===== config.mk =====
export PLATFORM = sky130hd
export DESIGN_NAME = graphic_mem_arbiter
export DESIGN_NICKNAME = d
export VERILOG_FILES = /design/src/rtl/graphic_mem_arbiter.sv
export SDC_FILE = /design/constraint.sdc
export NUM_CORES = 1
export LEC_CHECK = 0
export CORE_AREA = 2 2 244 246
export CTS_CLUSTER_SIZE = 30
export DETAILED_ROUTE_END_ITERATION = 8
export DIE_AREA = 0 0 246 248
export SLEW_MARGIN = 40
export SYNTH_ARGS = -nofsm -noshare
export SYNTH_HDL_FRONTEND = slang
export SYNTH_SLANG_ARGS = --single-unit

===== constraint.sdc =====
create_clock -name hclk -period 1.8 [get_ports hclk]
set_clock_uncertainty 0.05 [all_clocks]
set_input_delay 0.36 -clock hclk [delete_from_list [all_inputs] [get_ports hclk]]
set_output_delay 0.36 -clock hclk [all_outputs]
set_load 0.02 [all_outputs]

===== src/rtl/graphic_mem_arbiter.sv =====
// ---------------------------------------------------------------------------
// graphic_mem_arbiter
//
// Shares the graphic subsystem's single DDR3 controller user port between the
// display scan-out reader (read bursts, high priority) and the AHB frame-buffer
// writer (write bursts). One memory command is issued per 128-bit beat and the
// command address advances by 8 words (one BL8 x16 burst) per accepted beat.
// A saturating counter bounds how many read grants may overtake a pending
// write.
//
// Ports:
//   hclk, hreset            clock (rising edge), asynchronous active-high reset
//   rd_req/rd_addr/rd_len   read burst request (len = beats-1, addr 8-aligned)
//   rd_gnt, rd_done         read burst owns the port / last command accepted
//   rd_valid, rd_data       read return, passed straight from the controller
//   wr_req/wr_addr/wr_len   write burst request (len = beats-1, addr 8-aligned)
//   wr_data, wr_data_ack    write beat in / beat consumed
//   wr_gnt, wr_done         write burst owns the port / last beat accepted
//   mem_cmd_en/mem_cmd/mem_addr/mem_cmd_rdy   controller command channel
//   mem_wr_en/mem_wr_data/mem_wr_rdy          controller write data channel
//   mem_rd_valid/mem_rd_data                  controller read return
// ---------------------------------------------------------------------------
module graphic_mem_arbiter #(
    parameter int ADDR_W     = 27,
    parameter int DATA_W     = 128,
    parameter int LEN_W      = 6,
    parameter int STARVE_MAX = 4
) (
    input  logic              hclk,
    input  logic              hreset,

    input  logic              rd_req,
    input  logic [ADDR_W-1:0] rd_addr,
    input  logic [LEN_W-1:0]  rd_len,
    output logic              rd_gnt,
    output logic              rd_done,
    output logic              rd_valid,
    output logic [DATA_W-1:0] rd_data,

    input  logic              wr_req,
    input  logic [ADDR_W-1:0] wr_addr,
    input  logic [LEN_W-1:0]  wr_len,
    input  logic [DATA_W-1:0] wr_data,
    output logic              wr_gnt,
    output logic              wr_done,
    output logic              wr_data_ack,

    output logic              mem_cmd_en,
    output logic [2:0]        mem_cmd,
    output logic [ADDR_W-1:0] mem_addr,
    input  logic              mem_cmd_rdy,
    output logic              mem_wr_en,
    output logic [DATA_W-1:0] mem_wr_data,
    input  logic              mem_wr_rdy,
    input  logic              mem_rd_valid,
    input  logic [DATA_W-1:0] mem_rd_data
);

    localparam int STARVE_W = (STARVE_MAX < 1) ? 1 : $clog2(STARVE_MAX + 1);
    localparam logic [STARVE_W-1:0] STARVE_LIMIT = STARVE_W'(STARVE_MAX);
    localparam logic [ADDR_W-1:0]   BEAT_STRIDE  = ADDR_W'(8);

    typedef enum logic [1:0] {
        IDLE     = 2'd0,
        RD_BURST = 2'd1,
        WR_BURST = 2'd2
    } state_t;

    state_t              state, state_nxt;
    logic [ADDR_W-1:0]   addr_q, addr_nxt;
    logic [LEN_W-1:0]    beat_cnt, beat_cnt_nxt;
    logic [STARVE_W-1:0] starve_cnt, starve_nxt;

    logic fire;         // current beat accepted by the controller
    logic last_beat;
    logic starve_full;
    logic grant_rd;
    logic grant_wr;

    // -----------------------------------------------------------------------
    // State and datapath registers
    // -----------------------------------------------------------------------
    // NOTE: sequential state uses non-blocking (<=) so every register samples
    // the pre-edge values computed by the combinational block below.
    always_ff @(posedge hclk or posedge hreset) begin
        if (hreset) begin
            state      <= IDLE;
            addr_q     <= '0;
            beat_cnt   <= '0;
            starve_cnt <= '0;
        end else begin
            state      <= state_nxt;
            addr_q     <= addr_nxt;
            beat_cnt   <= beat_cnt_nxt;
            starve_cnt <= starve_nxt;
        end
    end

    // -----------------------------------------------------------------------
    // Next state, arbitration and firing strobes
    // -----------------------------------------------------------------------
    assign last_beat   = (beat_cnt == '0);
    assign starve_full = (starve_cnt == STARVE_LIMIT);

    always_comb begin
        // NOTE: every signal written here gets a default first, so no path
        // through the case can leave one unassigned and infer a latch.
        state_nxt    = state;
        addr_nxt     = addr_q;
        beat_cnt_nxt = beat_cnt;
        starve_nxt   = starve_cnt;
        fire         = 1'b0;
        grant_rd     = 1'b0;
        grant_wr     = 1'b0;
        mem_cmd_en   = 1'b0;
        mem_wr_en    = 1'b0;
        wr_data_ack  = 1'b0;
        rd_done      = 1'b0;
        wr_done      = 1'b0;

        case (state)
            IDLE: begin
                // Reads win unless the writer has been passed over
                // STARVE_MAX times in a row.
                grant_wr = wr_req && (!rd_req || starve_full);
                grant_rd = rd_req && !grant_wr;

                if (grant_rd) begin
                    state_nxt    = RD_BURST;
                    addr_nxt     = rd_addr;
                    beat_cnt_nxt = rd_len;
                    // Only a read that overtakes a waiting write counts.
                    if (wr_req && !starve_full)
                        starve_nxt = starve_cnt + STARVE_W'(1);
                end else if (grant_wr) begin
                    state_nxt    = WR_BURST;
                    addr_nxt     = wr_addr;
                    beat_cnt_nxt = wr_len;
                    starve_nxt   = '0;
                end
            end

            RD_BURST: begin
                // Command stays asserted until the controller takes it.
                mem_cmd_en = 1'b1;
                fire       = mem_cmd_rdy;
            end

            WR_BURST: begin
                // Command and data move together or not at all, so the
                // controller never sees a command without its data beat.
                fire        = mem_cmd_rdy && mem_wr_rdy;
                mem_cmd_en  = fire;
                mem_wr_en   = fire;
                wr_data_ack = fire;
            end

            default: state_nxt = IDLE;
        endcase

        if (fire) begin
            addr_nxt = addr_q + BEAT_STRIDE;    // wraps modulo 2^ADDR_W
            if (last_beat) begin
                state_nxt = IDLE;
                rd_done   = (state == RD_BURST);
                wr_done   = (state == WR_BURST);
            end else begin
                beat_cnt_nxt = beat_cnt - LEN_W'(1);
            end
        end
    end

    // -----------------------------------------------------------------------
    // Registered decodes and passthroughs
    // -----------------------------------------------------------------------
    assign rd_gnt      = (state == RD_BURST);
    assign wr_gnt      = (state == WR_BURST);
    assign mem_cmd     = {2'b00, (state == RD_BURST)};
    assign mem_addr    = addr_q;
    assign mem_wr_data = wr_data;

    // Only the reader issues reads, so return data needs no steering.
    assign rd_valid    = mem_rd_valid;
    assign rd_data     = mem_rd_data;

endmodule


### Word-level counts from Yosys, hierarchy flattened

Index checks and enable logic that the tools add are counted.

* register bits: 38
* input bits: 329
* output and inout port bits: 294

* add/sub/neg operators: 3
* eq/ne operators: 4
* muxes and demuxes: 24
* reductions and logical operators: 16

Operator list (number)
* $mux 27: 4
* $mux 6: 5
* $add 27x4->27 const B: 1
* $mux 3: 3
* $mux 2: 4
* $logic_not 6->1: 1
* $sub 6x1->6 const B: 1
* $mux 1: 5
* $logic_and 1x1->1: 4
* $pmux 1 s2: 2
* $pmux 2 s2: 1
* $reduce_bool 2->1: 2
* $add 3x1->3 const B: 1
* $eq 3x3->1 const B: 1
* $logic_not 1->1: 3
* $reduce_and 3->1: 1
* $reduce_bool 3->1: 1
* $eq 2x1->1 const B: 1
* $eq 2x2->1 const B: 1
* $logic_not 2->1: 1
* $ne 2x1->1 const B: 1
* $reduce_and 2->1: 1
* $reduce_or 2->1: 1
* $logic_or 1x1->1: 1

### Longest topological paths before layout

Gate-level depths: netlist of the first run.

* word-level depth: 9
* mapped depth: 9
* gate-level depth less buffers: 6

### Least setup slack after synthesis of the first run

No wires, ideal clock.

* path type: reg2out
* start: register state[0]
* end: output port rd_done
* arrival: 1688 ps
* data required time: 1390 ps
* setup slack: -298 ps
* cell stages (with the launch flop): 7
* buffers on the path: 0
* path through: dfrtp_1 -> inv_1 -> ha_1 -> a21oi_4 -> nor2_1 -> and3_1 -> and2_1

* longest elaborated chain between the ends: 3
* elaborated cells on any way between the ends: 5
* classes of those cells: 2 x eq/ne; 3 x mux

RTL lines
* start, declared: line 69 `state_t state, state_nxt;`
* start signal, assigned: line 92 `state <= state_nxt;`
* $eq 2x2->1
* via wr_gnt: line 44 `output logic wr_gnt,`
* $pmux 1 s2: line 121 `case (state)`
* $mux 1: line 161 `if (fire) begin`
* end, declared: line 36 `output logic rd_done,`

The timed path passes the listed nets, and every way through them passes these cells.

### Final worst setup path of the first run

* start: register state[0]
* end: output port wr_done

* longest elaborated chain between the ends: 3
* elaborated cells on any way between the ends: 5
* classes of those cells: 2 x eq/ne; 3 x mux

RTL lines
* $eq 2x2->1 / $eq 2x1->1 (equally long branches): line 121, 166
* $pmux 1 s2 / $mux 1 (equally long branches): line 121, 163
* $mux 1 *: line 161
* end, declared: line 45 `output logic wr_done,`

Mark *: on every way between the ends. The rest lies on a longest branch, timed or not.

==> results of run 1 <==
==> state kept, by name (all words and copies together), names as in the netlist <==
| signal | flops |
|---|---|
| mem_addr | 27 |
| beat_cnt | 6 |
| starve_cnt | 3 |
| state | 2 |
==> routing by layer <==
metal	vias to the layer above	global-route usage (%)	routed length, microns
li1	1641	-	-
met1	1777	7.49	8040
met2	323	12.0	11000
met3	170	5.70	4320
met4	12	5.86	2050
met5	-	0	67
==> layout by cell type, fill, tap and decap left out, types with 4 or more instances in the layout <==
| master | Yosys | layout |
|---|---|---|
| buf_4 | 262 | 83 |
| clkdlybuf4s50_1 | 0 | 72 |
| dfrtp_1 | 38 | 36 |
| buf_6 | 0 | 23 |
| and3_1 | 23 | 22 |
| nand2_1 | 19 | 18 |
| mux2i_1 | 14 | 14 |
| nand3_1 | 15 | 13 |
| nand4_1 | 13 | 13 |
| a211oi_2 | 1 | 13 |
| dlygate4sd2_1 | 0 | 12 |
| nor2_1 | 14 | 11 |
| nor3_1 | 14 | 10 |
| a211oi_1 | 22 | 9 |
| inv_1 | 12 | 9 |
| buf_12 | 0 | 8 |
| o211ai_1 | 7 | 7 |
| o21ai_1 | 4 | 5 |
| o21ai_0 | 8 | 5 |
| clkbuf_16 | 0 | 5 |
| and2_4 | 0 | 4 |
| nor3_2 | 1 | 4 |
| a311oi_1 | 5 | 4 |
| a21oi_1 | 9 | 4 |
| o22ai_1 | 4 | 4 |
==> final cells by class <==
class	count	area [sq um]
antenna	2	5.00
clock buffer	6	139
clock inverter	2	12.5
fill	6731	52200
inverter	12	45.0
multi-input combinational	249	2090
sequential	38	953
tap	773	967
timing repair buffer	210	2040
==> repair_timing <==
item                                    in CTS  in global routing
gates cloned                                 3                  1
endpoints found under the setup margin      49                 42
hold endpoints to repair                     0                  0
buffers inserted                            18                  5
pin swaps                                   30                 24
resized for setup                           94                 47
==> kinds of logic (layout without fill, tap and decap cells) <==
family	count (synthesis)	in the layout	share of synthesized area, %
AOI/OAI and AO/OA	93	93	14.5
buffers and inverters	294	230	43.9
muxes	15	15	3.15
xor gates and xnor gates	3	3	0.547
and+or+nand+nor	129	129	16.2
other	1	4	0.0781
adders and majority gates	7	7	1.82
DFF	38	38	19.8
==> worst max path at each step <==
stage	endpoint	cells after the start
2_1_floorplan	rd_done	6
6_report	wr_done	7
4_1_cts	rd_done	7
5_1_grt	rd_done	7
3_5_place_dp	rd_done	6
3_3_place_gp	wr_done	6
==> critical path, cell delays in order (launching register included) <==
cell and delay [ps]:
dfrtp_1 400, buf_6 130, ha_4 170, a21oi_4 160, nor2_4 60, and3_4 150, and2_4 150, buf_6 120
==> report_power, final <==
part / internal (mW) / total (mW) / switching (mW)
Sequential: 1.29 / 1.81 / 0.514
Clock: 0.550 / 0.935 / 0.386
Combinational: 3.21 / 6.77 / 3.56
==> through the flow <==
stage | util (%) | cell area [sq um] | total power [mW]
floorplan | - | 4900 | 5.32
global placement | 9.58 | 5600 | 7.54
detailed placement | 9.58 | 5600 | 7.65
CTS | 10.4 | 6080 | 9.39
global route | 10.7 | 6240 | 10.2
finish | 10.7 | 6250 | 9.51
==> impl_metrics.ini, run 1 <==
[floorplanning]
die-area_sq_um = 61000
die_height_microns = 248
fp.dieW_microns = 246
coreArea_sq_um = 58500
fp-row-count = 89
start_util_pct = 8.21
io_pins = 623

[setup_path]
worst_r2r_endpoint = mem_addr[12]$_DFFE_PP0P_
worstPathMaxFanout = 3
crit_arrival_ps = 1630
crit_type = reg2out
reg2reg_setup_slack_ps = -190
r2r-start = state[1]$_DFF_PP0_
start_kind = flip-flop
cp-startpoint = state[0]$_DFF_PP0_
r2r_cells = 9
cp-end-kind = primary output
critPathRequiredTime_ps = 1390

[detailed_routing]
routed_wl_microns = 25500
drt-initial-drc-count = 143
wl_per_cell_microns = 19.8
ant_nets = 0
dr.pass1.iters = 4
vias = 3923
avgViaCountPerCell = 3.04
drc = 0

[yosys]
netlist_area_sq_um = 4800
synth_enable_flop_cells = 0
synthArstFlopShare_pct = 100
ys_seq_area_share_pct = 19.8
syn_inst = 580
synth-seq-cells = 38
synthTopCellsByArea = buf_4, dfrtp_1, a211oi_1
synth_cell_types = 63
synth_most_common_cell = buf_4
syn_area_per_cell_sq_um = 8.28
yosysWarnings = 0
netlist_top_cells_count = buf_4, dfrtp_1, and3_1, a211oi_1, nand2_1
yosysTopAreaCell = buf_4
synth_ff_type = dfrtp_1
synth_top_area_share_pct = 41.0

[timing]
rsz0062_at_grt = yes
period_share_pct = 113
fmax_mhz = 491
setup_viol_count_final = 27
slew_viol_final = 0
setup_slack_ps = -239
finalCriticalPeriod_ps = 2040
finalHoldViolations = 0
setup_tns_ps = -2910
hold_slack_ps = 395

[clocking]
cts_buffer_depth = 2
cts_hold_buffers = 0
worst_skew_pair.late_latency_ps = 290
htreeDepth = 2
cts_tree = built
path_clk_slew_ps = 70
clkSinkCount = 38
cts_buffers = 5
cts-root-buf = clkbuf_16

[placed_design]
dp_hpwl_microns = 20900
gp_congestion = 0.796
place_ws_ps = -674
dp.cells = 1263
io_buffers = 106

[min_path]
holdCritPathClass = in2async

[job]
cap_violations = 0

[outcome]
violations = negative setup slack
status = finished with violations

[global_routing]
grt.total_usage_pct = 7.94
antenna_found_initial = 7
first_global_vias = 4169
grt-ovfl-total = 0
grt_pass1_wl_microns = 33400
grt_start_max_net_pins = 39

[power]
cellLeakagePower_nw = 2.30
peakVddDrop_uv = 492
power_density_nw_per_um2 = 1520

[final_layout]
instances_no_fill = 1292
drive_above_1_share_pct = 39.8
area_delta_synth_final_pct = 30.1
nets = 852
(Power assumes the default switching activity.)
==> run 2, diff against run 1 <==
--- a/config.mk
+++ b/config.mk
@@ -5,10 +5,11 @@
 export SDC_FILE = /design/constraint.sdc
 export NUM_CORES = 1
 export LEC_CHECK = 0
-export CORE_AREA = 2 2 244 246
+export ABC_AREA = 1
+export CORE_AREA = 2 2 242 244
 export CTS_CLUSTER_SIZE = 30
 export DETAILED_ROUTE_END_ITERATION = 8
-export DIE_AREA = 0 0 246 248
+export DIE_AREA = 0 0 244 246
 export SLEW_MARGIN = 40
 export SYNTH_ARGS = -nofsm -noshare
 export SYNTH_HDL_FRONTEND = slang
==> constraint.sdc (replaced) <==
create_clock -name hclk -period 1.8 [get_ports hclk]
set_clock_uncertainty 0.05 [all_clocks]
set_input_delay 0.36 -clock hclk [delete_from_list [all_inputs] [get_ports hclk]]
set_output_delay 0.36 -clock hclk [all_outputs]
set_load 0.005 [all_outputs]
==> impl_metrics.ini, run 2 <==
[clocking]
cts_buffers = 5
clkSinkCount = 38
cts_tree = built
htreeDepth = 2
cts_buffer_depth = 2
cts-root-buf = clkbuf_16
path_clk_slew_ps = 70
cts_hold_buffers = 0
worst_skew_pair.late_latency_ps = 310

[min_path]
holdCritPathClass = in2async

[yosys]
synth_most_common_cell = buf_4
yosysTopAreaCell = buf_4
synth_enable_flop_cells = 0
synth_cell_types = 45
netlist_top_cells_count = buf_4, nand2_1, nor2_1, inv_1, dfrtp_1
synth_ff_type = dfrtp_1
syn_inst = 717
syn_area_per_cell_sq_um = 6.99
synthTopCellsByArea = buf_4, dfrtp_1, nand2_1
ys_seq_area_share_pct = 19.0
synth-seq-cells = 38
synth_top_area_share_pct = 39.6
yosysWarnings = 0
netlist_area_sq_um = 5010
synthArstFlopShare_pct = 100

[final_layout]
final_cell_mix = nand2_1, clkdlybuf4s50_1, nor2_1, buf_4, inv_1
design_area_sq_um = 6020
mostFrequentLayoutCell = nand2_1
fillers = 6632
fin_util_pct = 10.5
largest_reg_flops = 27
nets = 960
drive_above_1_share_pct = 25.5
area_delta_synth_final_pct = 20.2

[global_routing]
grt_start_max_net_pins = 39
first_global_vias = 4107
antenna_found_initial = 6
grt_pass1_wl_microns = 33100
grt-ovfl-total = 0
grt.total_usage_pct = 8.09

[setup_path]
cp_common_cell = inv_2
worstPathCellList = inv_2 > ha_4 > nand3_4 > o21ai_4 > nand2_4 > nor2_2 > inv_2 > nor2_1 > buf_2
reg2reg_setup_slack_ps = -70
critPathRequiredTime_ps = 1390
crit_family = flip-flops
critical-path-max-stage-delay_ps = 400
crit_arrival_ps = 1530
cp-startpoint = state[0]$_DFF_PP0_
start_kind = flip-flop
slowest_stage = dfrtp_1
r2r-start = state[1]$_DFF_PP0_
critPathBufInv = 3
cp-end-kind = primary output
worstPathMaxFanout = 3
crit_type = reg2out

[timing]
rsz0062_at_grt = yes
setup_slack_ps = -145
hold_slack_ps = 329
finalHoldViolations = 0
setup_viol_count_final = 21
fmax_mhz = 514
finalCriticalPeriod_ps = 1940
slew_viol_final = 0
setup_tns_ps = -725
period_share_pct = 108

[detailed_routing]
avgViaCountPerCell = 2.87
routed_wl_microns = 24900
wl_per_cell_microns = 17.9
vias = 3987
drc = 0
ant_nets = 0
drt-initial-drc-count = 100
dr.pass1.iters = 4

[floorplanning]
start_util_pct = 8.74
fp.dieW_microns = 244
coreArea_sq_um = 57400
io_pins = 623
die-area_sq_um = 60000
fp-row-count = 88
die_height_microns = 246

[power]
power_density_nw_per_um2 = 1410
cellLeakagePower_nw = 2.47
peakVddDrop_uv = 693

[outcome]
status = finished with violations
violations = negative setup slack

[placed_design]
dp_hpwl_microns = 20700
gp_congestion = 0.804
place_ws_ps = -507
io_buffers = 106
place_area_sq_um = 5420

[job]
cap_violations = 0
==> run 2: cell count changes in the layout (fill, tap and decap cells not counted), sizes merged, moves of 22 or more <==
cell    before  now
a211oi      23    1
and3        24    1
buf        121   71
inv         12   53
nand2       20  148
nor2        14   70
==> run 2: through the flow <==
stage	total power, mW	std cells
after floorplan	4.60	718
after global placement	6.91	1367
after detailed placement	6.94	1367
after CTS	8.50	1385
after global routing	9.33	1389
final	8.52	1391
==> run 2: timing repair <==
item	4_1_cts	5_1_grt
resized for setup	86	45
endpoints found under the setup margin	51	41
gates cloned	1	1
buffers inserted	10	4
pin swaps	12	8
==> run 2: cells by family (layout without fill, tap and decap cells) <==
kind of cell               count (synthesis)  after routing  synth area share, %
other                                      1              4               0.0748
xor gates and xnor gates                   6              6                 1.05
AOI/OAI and AO/OA                         72             72                 8.59
and+or+nand+nor                          263            263                 23.5
adders and majority gates                  7              7                 1.75
buffers and inverters                    329            235                 45.8
muxes                                      1              1                0.200
DFF                                       38             38                 19.0
==> run 2: path summary, 6_finish.rpt <==
check | cells after the start | end
worst max-delay path | 9 | wr_done
worst min-delay path | 3 | mem_addr[1]$_DFFE_PP0P_
worst max register to register | 12 | mem_addr[14]$_DFFE_PP0P_
worst min register to register | 2 | mem_addr[2]$_DFFE_PP0P_
max in group asynchronous | 3 | mem_addr[11]$_DFFE_PP0P_
min in group hclk | 2 | mem_addr[2]$_DFFE_PP0P_
==> run 2: report_power, final <==
group / internal [mW] / switching (mW)
Sequential: 1.31 / 0.544
Combinational: 2.63 / 2.90
Clock: 0.688 / 0.454
==> run 2: layout make-up <==
cell class	instances	area, sq um	share of cell area [%]
clock inverter	1	30.0	0.499
sequential	38	956	15.9
multi-input combinational	351	1970	32.7
antenna	2	5.00	0.0831
inverter	55	229	3.80
tap	765	957	15.9
timing repair buffer	173	1740	28.8
clock buffer	6	139	2.31
==> run 2: tightest hold or removal path: cells and delay by family <==
family	cells	cell delay [ps]
buffers and inverters	3	700
==> run 2: per-layer routing <==
metal,global-route usage (%),routed length (microns),part of all wire (%),vias up
li1,-,-,-,1808
met5,0,13,0.052,-
met1,8.62,9260,37,1725
met4,4.52,1310,5.3,2
met2,12.4,11000,44,332
met3,4.83,3340,13,120
==> patch 1, RTL diff (settings of run 1) <==
Reset style: synchronous (`hreset`), changed in one clocked block. Comments in the files are not updated.
--- a/src/rtl/graphic_mem_arbiter.sv
+++ b/src/rtl/graphic_mem_arbiter.sv
@@ -82,7 +82,7 @@
     // -----------------------------------------------------------------------
     // NOTE: sequential state uses non-blocking (<=) so every register samples
     // the pre-edge values computed by the combinational block below.
-    always_ff @(posedge hclk or posedge hreset) begin
+    always_ff @(posedge hclk) begin
         if (hreset) begin
             state      <= IDLE;
             addr_q     <= '0;
Check against the original RTL: differs if hreset is asserted again (counterexample within 4 cycles, from zero or initial values and one cycle with hreset high); with hreset held inactive, the same outputs for 4 cycles.
==> patch 1 against run 1 <==
The run still ends with negative setup slack left. Routed wire length up 11%. Die area is the same. Worst setup slack got worse by 0.035 ns. Design area fell by 4.6%. Utilization fell by 0.49 points. Area after synthesis shrank 6.8%. Global-route usage rose by 0.69 points. Sequential cell count unchanged. First-iteration DRC count grew 12%.
Power is not compared: it rests on default switching activity, and its combinational part moved more than twofold at a synthesized area within 25%.
==> patch 1: results (changes against run 1) <==
timing:
  setup_viol: 36  # +33%
  setup_tns_ns: -4.90  # -1.99 ns
  fin_ws_ns: -0.274  # -0.0354 ns
finish:
  fin_nets: 842  # -1.2%
  drive_above_1_share_pct: 41.0  # +1.2 points
  diodes: 0  # -2
power_and_ir_drop:
  ir_worst_vdd_uv: 341
global_routing:
  grt_max_degree: 23  # -41%
  grt_pass1_vias: 3832  # -8.1%
  antenna_found_initial: 2  # -5
  grt_usage_pct: 8.63  # +0.69 points
placement:
  post-place-ws_ns: -0.708  # -0.0336 ns
  hpwl_mm: 24.4  # +17%
  globalplace.congestion: 0.733  # -7.9%
setup_path:
  crit_path_end: "rd_done"
  slowest_delay_ns: 0.37  # -0.03 ns
  regToRegEndpoint: "mem_addr[24]"
  critPathArrivalTime_ns: 1.66  # +0.03 ns
  cp_slowest_cell: "dfxtp_4"
  critPathTopFamily: "simple AND/OR/NAND/NOR gates"
synth:
  synth_compound_area_share_pct: 14.1  # -0.35 points
  yosysUniqueCellTypes: 59  # -6.3%
  synth_xor_area_share_pct: 0.783  # +0.24 points
  synth_area_leaders: "buf_4 (44%), dfxtp_1 (17%), mux2_2 (3.0%), a21oi_1 (2.8%), mux2i_1 (2.7%)"
  async_reset_ff_share_pct: 0  # -100 points
  ys_top_cells_by_count: "buf_4 (262), dfxtp_1 (38), nor2_1 (30)"
  synth_fa_ha_area_share_pct: 1.96  # +0.13 points
  synth_mux_area_share_pct: 6.20  # +3.1 points
  ys.flop_type: "dfxtp_1"
  synth-seq-area-share_pct: 17.0  # -2.8 points
routing:
  via_count: 3718  # -5.2%
  drtIter0Drc: 160  # +12%
  wl_mm: 28.3  # +11%
status:
  outcome: "complete, but fails checks"
  violations: "negative setup slack"
-- patch 1: cell types whose count changed in the layout (fill, tap and decap cells not counted), moves of 6 or more --
cell	change
dfrtp_1	-36
nor2_1	+15
o32a_1	+6
a211oi_2	-11
buf_6	-7
mux2_2	+11
a211oi_1	-7
dfxtp_1	+34
and3_1	-17
nand4_1	-8
a21oi_1	+13
-- patch 1: layer usage --
metal / global-route usage [%] / routed length [um]
met2: 14.2 / 12900
met1: 7.10 / 7970
met5: 0 / 26
met3: 7.89 / 6030
met4: 3.98 / 1410
-- patch 1: final cells by class --
type                       instances  area share [%]
sequential                        38            12.9
tap                              773            16.2
multi-input combinational        244            33.6
inverter                          10           0.714
clock buffer                       6            2.33
clock inverter                     2           0.210
timing repair buffer             207            34.0
-- patch 1: metrics by stage --
step	util, %	cells	hold WS (ns)	cell area (um2)
after CTS	9.76	1267	0.451	5700
after global placement	8.92	1249	0.435	5210
after global routing	10.2	1280	0.474	5960
after floorplan	-	565	0.431	4570
final	10.2	1280	0.443	5960
after detailed placement	8.92	1249	0.442	5210
-- patch 1: cells by family after synthesis --
family | Yosys count
AO/OA/AOI/OAI | 92
XOR/XNOR | 4
adder cells (fa/ha/maj) | 7
buffers and inverters | 283
flip-flops | 38
multiplexers | 26
other | 1
AND/OR/NAND/NOR | 113
-- patch 1: worst min-delay path by stage --
stage,to,slack [ns],depth (start not counted)
after CTS,mem_addr[26],0.45,2
after floorplan,starve_cnt[1],0.43,2
after detailed placement,mem_addr[26],0.44,2
final,mem_addr[26],0.44,2
after global placement,mem_addr[26],0.44,2
after global routing,mem_addr[26],0.47,2
-- patch 1: tightest hold or removal path, delay by kind of cell (launching register included) --
kind	cells	cell delay (ns)
compound gates	2	0.13
flops	1	0.32
-- patch 1: where the power goes --
group          total, uW  internal (uW)  switching [uW]
clock network        957            550             407
registers           1050            951             103
logic               1930            991             936
total               3940           2490            1440
-- patch 1: repair_timing --
item                                    CTS  global route
endpoints found under the setup margin   55            42
cloned                                    3             1
endpoints found under the hold margin     0             0
gates resized for setup                  96            41
pin swaps                                17            22
setup buffers                             7            12
==> patch 2, RTL diff (settings of run 1) <==
Made on the original files. The parameter `LEN_W` goes from 6 to 12.
--- a/src/rtl/graphic_mem_arbiter.sv
+++ b/src/rtl/graphic_mem_arbiter.sv
@@ -23,7 +23,7 @@
 module graphic_mem_arbiter #(
     parameter int ADDR_W     = 27,
     parameter int DATA_W     = 128,
-    parameter int LEN_W      = 6,
+    parameter int LEN_W      = 12,
     parameter int STARVE_MAX = 4
 ) (
     input  logic              hclk,
Ports: changed (resized rd_len and wr_len); port bits go from 623 to 635. No check against the original RTL was run, so the function may have changed too.
==> patch 2 against run 1 <==
The flow still finishes with violations (negative setup slack). Critical path type unchanged. Sequential cell count is 6 higher. Area after synthesis rose by 6.8%. Count of clock-buffer cells in the layout decreased by 1. Routed wire length is 5.6% higher. Largest cell class unchanged. Design area grew 13%. Register-to-register slack lost 0.06 ns. Total power is 17% higher. Worst setup slack got worse by 0.19 ns. Critical path depth shrank 1. Global-route usage is 0.43 points higher. Critical endpoint is now rd_done. Via count up 5.4%. Fmax down 8.4%.
==> patch 2: results (changes against run 1) <==
status:
  outcome: "complete, but fails checks"
  violations: "negative setup slack"
finish:
  nNonClkBuffers: 228  # +8.6%
  fin_nets: 909  # +6.7%
  fillers: 6684  # -0.70%
  layout.nonclk_buf_share_pct: 33.4  # +0.76 points
  seq_area_um2: 1100  # +16%
  inv_count: 13  # +1
  drive_above_1_share_pct: 38.1  # -1.7 points
  multiInputGateArea_um2: 2420  # +16%
  clk_share_pct: 2.42  # about the same
  n_clock_buffer: 5  # -1
placement:
  port_buffers: 118  # +11%
  globalplace.congestion: 0.729  # -8.5%
clocking:
  cts_resized: 136  # +45%
routing:
  drtIter0Drc: 242  # +69%
  dr_wl_met3_mm: 4.11  # -4.9%
  routed-wl-met2_mm: 12.4  # +12%
  via_count: 4136  # +5.4%
  wl_mm: 27.0  # +5.6%
synth:
  synth_mux_area_share_pct: 4.56  # +1.4 points
  synth_compound_area_share_pct: 13.7  # -0.78 points
  synth_xor_area_share_pct: 1.71  # +1.2 points
  yosysUniqueCellTypes: 52  # -17%
setup_path:
  critPathArrivalTime_ns: 1.82  # +0.19 ns
global_routing:
  antenna_found_initial: 10  # +3
  grt_util_met3_pct: 5.63  # -0.065 points
  grt_first_pass_wirelength_mm: 35.4  # +6.0%
  met2_usage_pct: 13.4  # +1.4 points
  grt_max_degree: 34  # -13%
timing:
  setup_viol: 42  # +56%
  fin_ws_ns: -0.427  # -0.188 ns
  setup_tns_ns: -5.85  # -2.94 ns
power_and_ir_drop:
  p_leak_uw: 0.00264  # +15%
  ir_worst_vdd_uv: 663  # +35%
  intPower_uw: 6180  # +22%
## patch 2: changes by cell type in the layout (fill, tap and decap cells not counted), moves of 6 or more
cell,run 1,this run
nand2b_1,2,11
clkdlybuf4s50_1,72,85
xnor2_1,0,6
dfrtp_1,36,43
o221ai_1,2,12
a311oi_2,0,6
nand4_1,13,5
buf_6,23,32
dlygate4sd2_1,12,20
buf_12,8,16
buf_4,83,68
## patch 2: critical path, cell delays in order (launching register included)
cell and delay [ns]:
dfrtp_1 0.41, nor4_4 0.32, nand4_1 0.23, nor2_4 0.19
buf_6 0.11, and2_4 0.14, buf_12 0.11
## patch 2: kinds of logic (layout without fill, tap and decap cells)
logic type,count (synthesis),in the layout
AO/OA/AOI/OAI,91,91
flip-flops,44,44
adder cells (fa/ha/maj),8,8
XOR/XNOR,10,10
other,1,4
AND/OR/NAND/NOR,134,134
multiplexers,23,23
buffers and inverters,293,249
## patch 2: worst paths after layout
| path | from | endpoint | slack, ns | cells after the start |
|---|---|---|---|---|
| worst max-delay path | beat_cnt[5] | rd_done | -0.43 | 6 |
| worst min-delay path | hreset | beat_cnt[6] | 0.29 | 2 |
| worst max register to register | state[1] | mem_addr[20] | -0.25 | 11 |
| worst min register to register | mem_addr[1] | mem_addr[1] | 0.47 | 1 |
| max in group asynchronous | hreset | mem_addr[3] | 0.90 | 3 |
| min in group hclk | mem_addr[1] | mem_addr[1] | 0.47 | 1 |
## patch 2: per-stage QoR
step	area (um2)	util (%)	std cells	total power [uW]	worst slack [ns]
after global routing	7070	12.1	1334	11900	-0.486
after detailed placement	6100	10.4	1300	8430	-0.557
after floorplan	5240	-	605	5760	-0.115
final	7070	12.1	1336	11100	-0.427
after global placement	6100	10.4	1300	8290	-0.543
after CTS	6900	11.8	1330	11000	-0.449
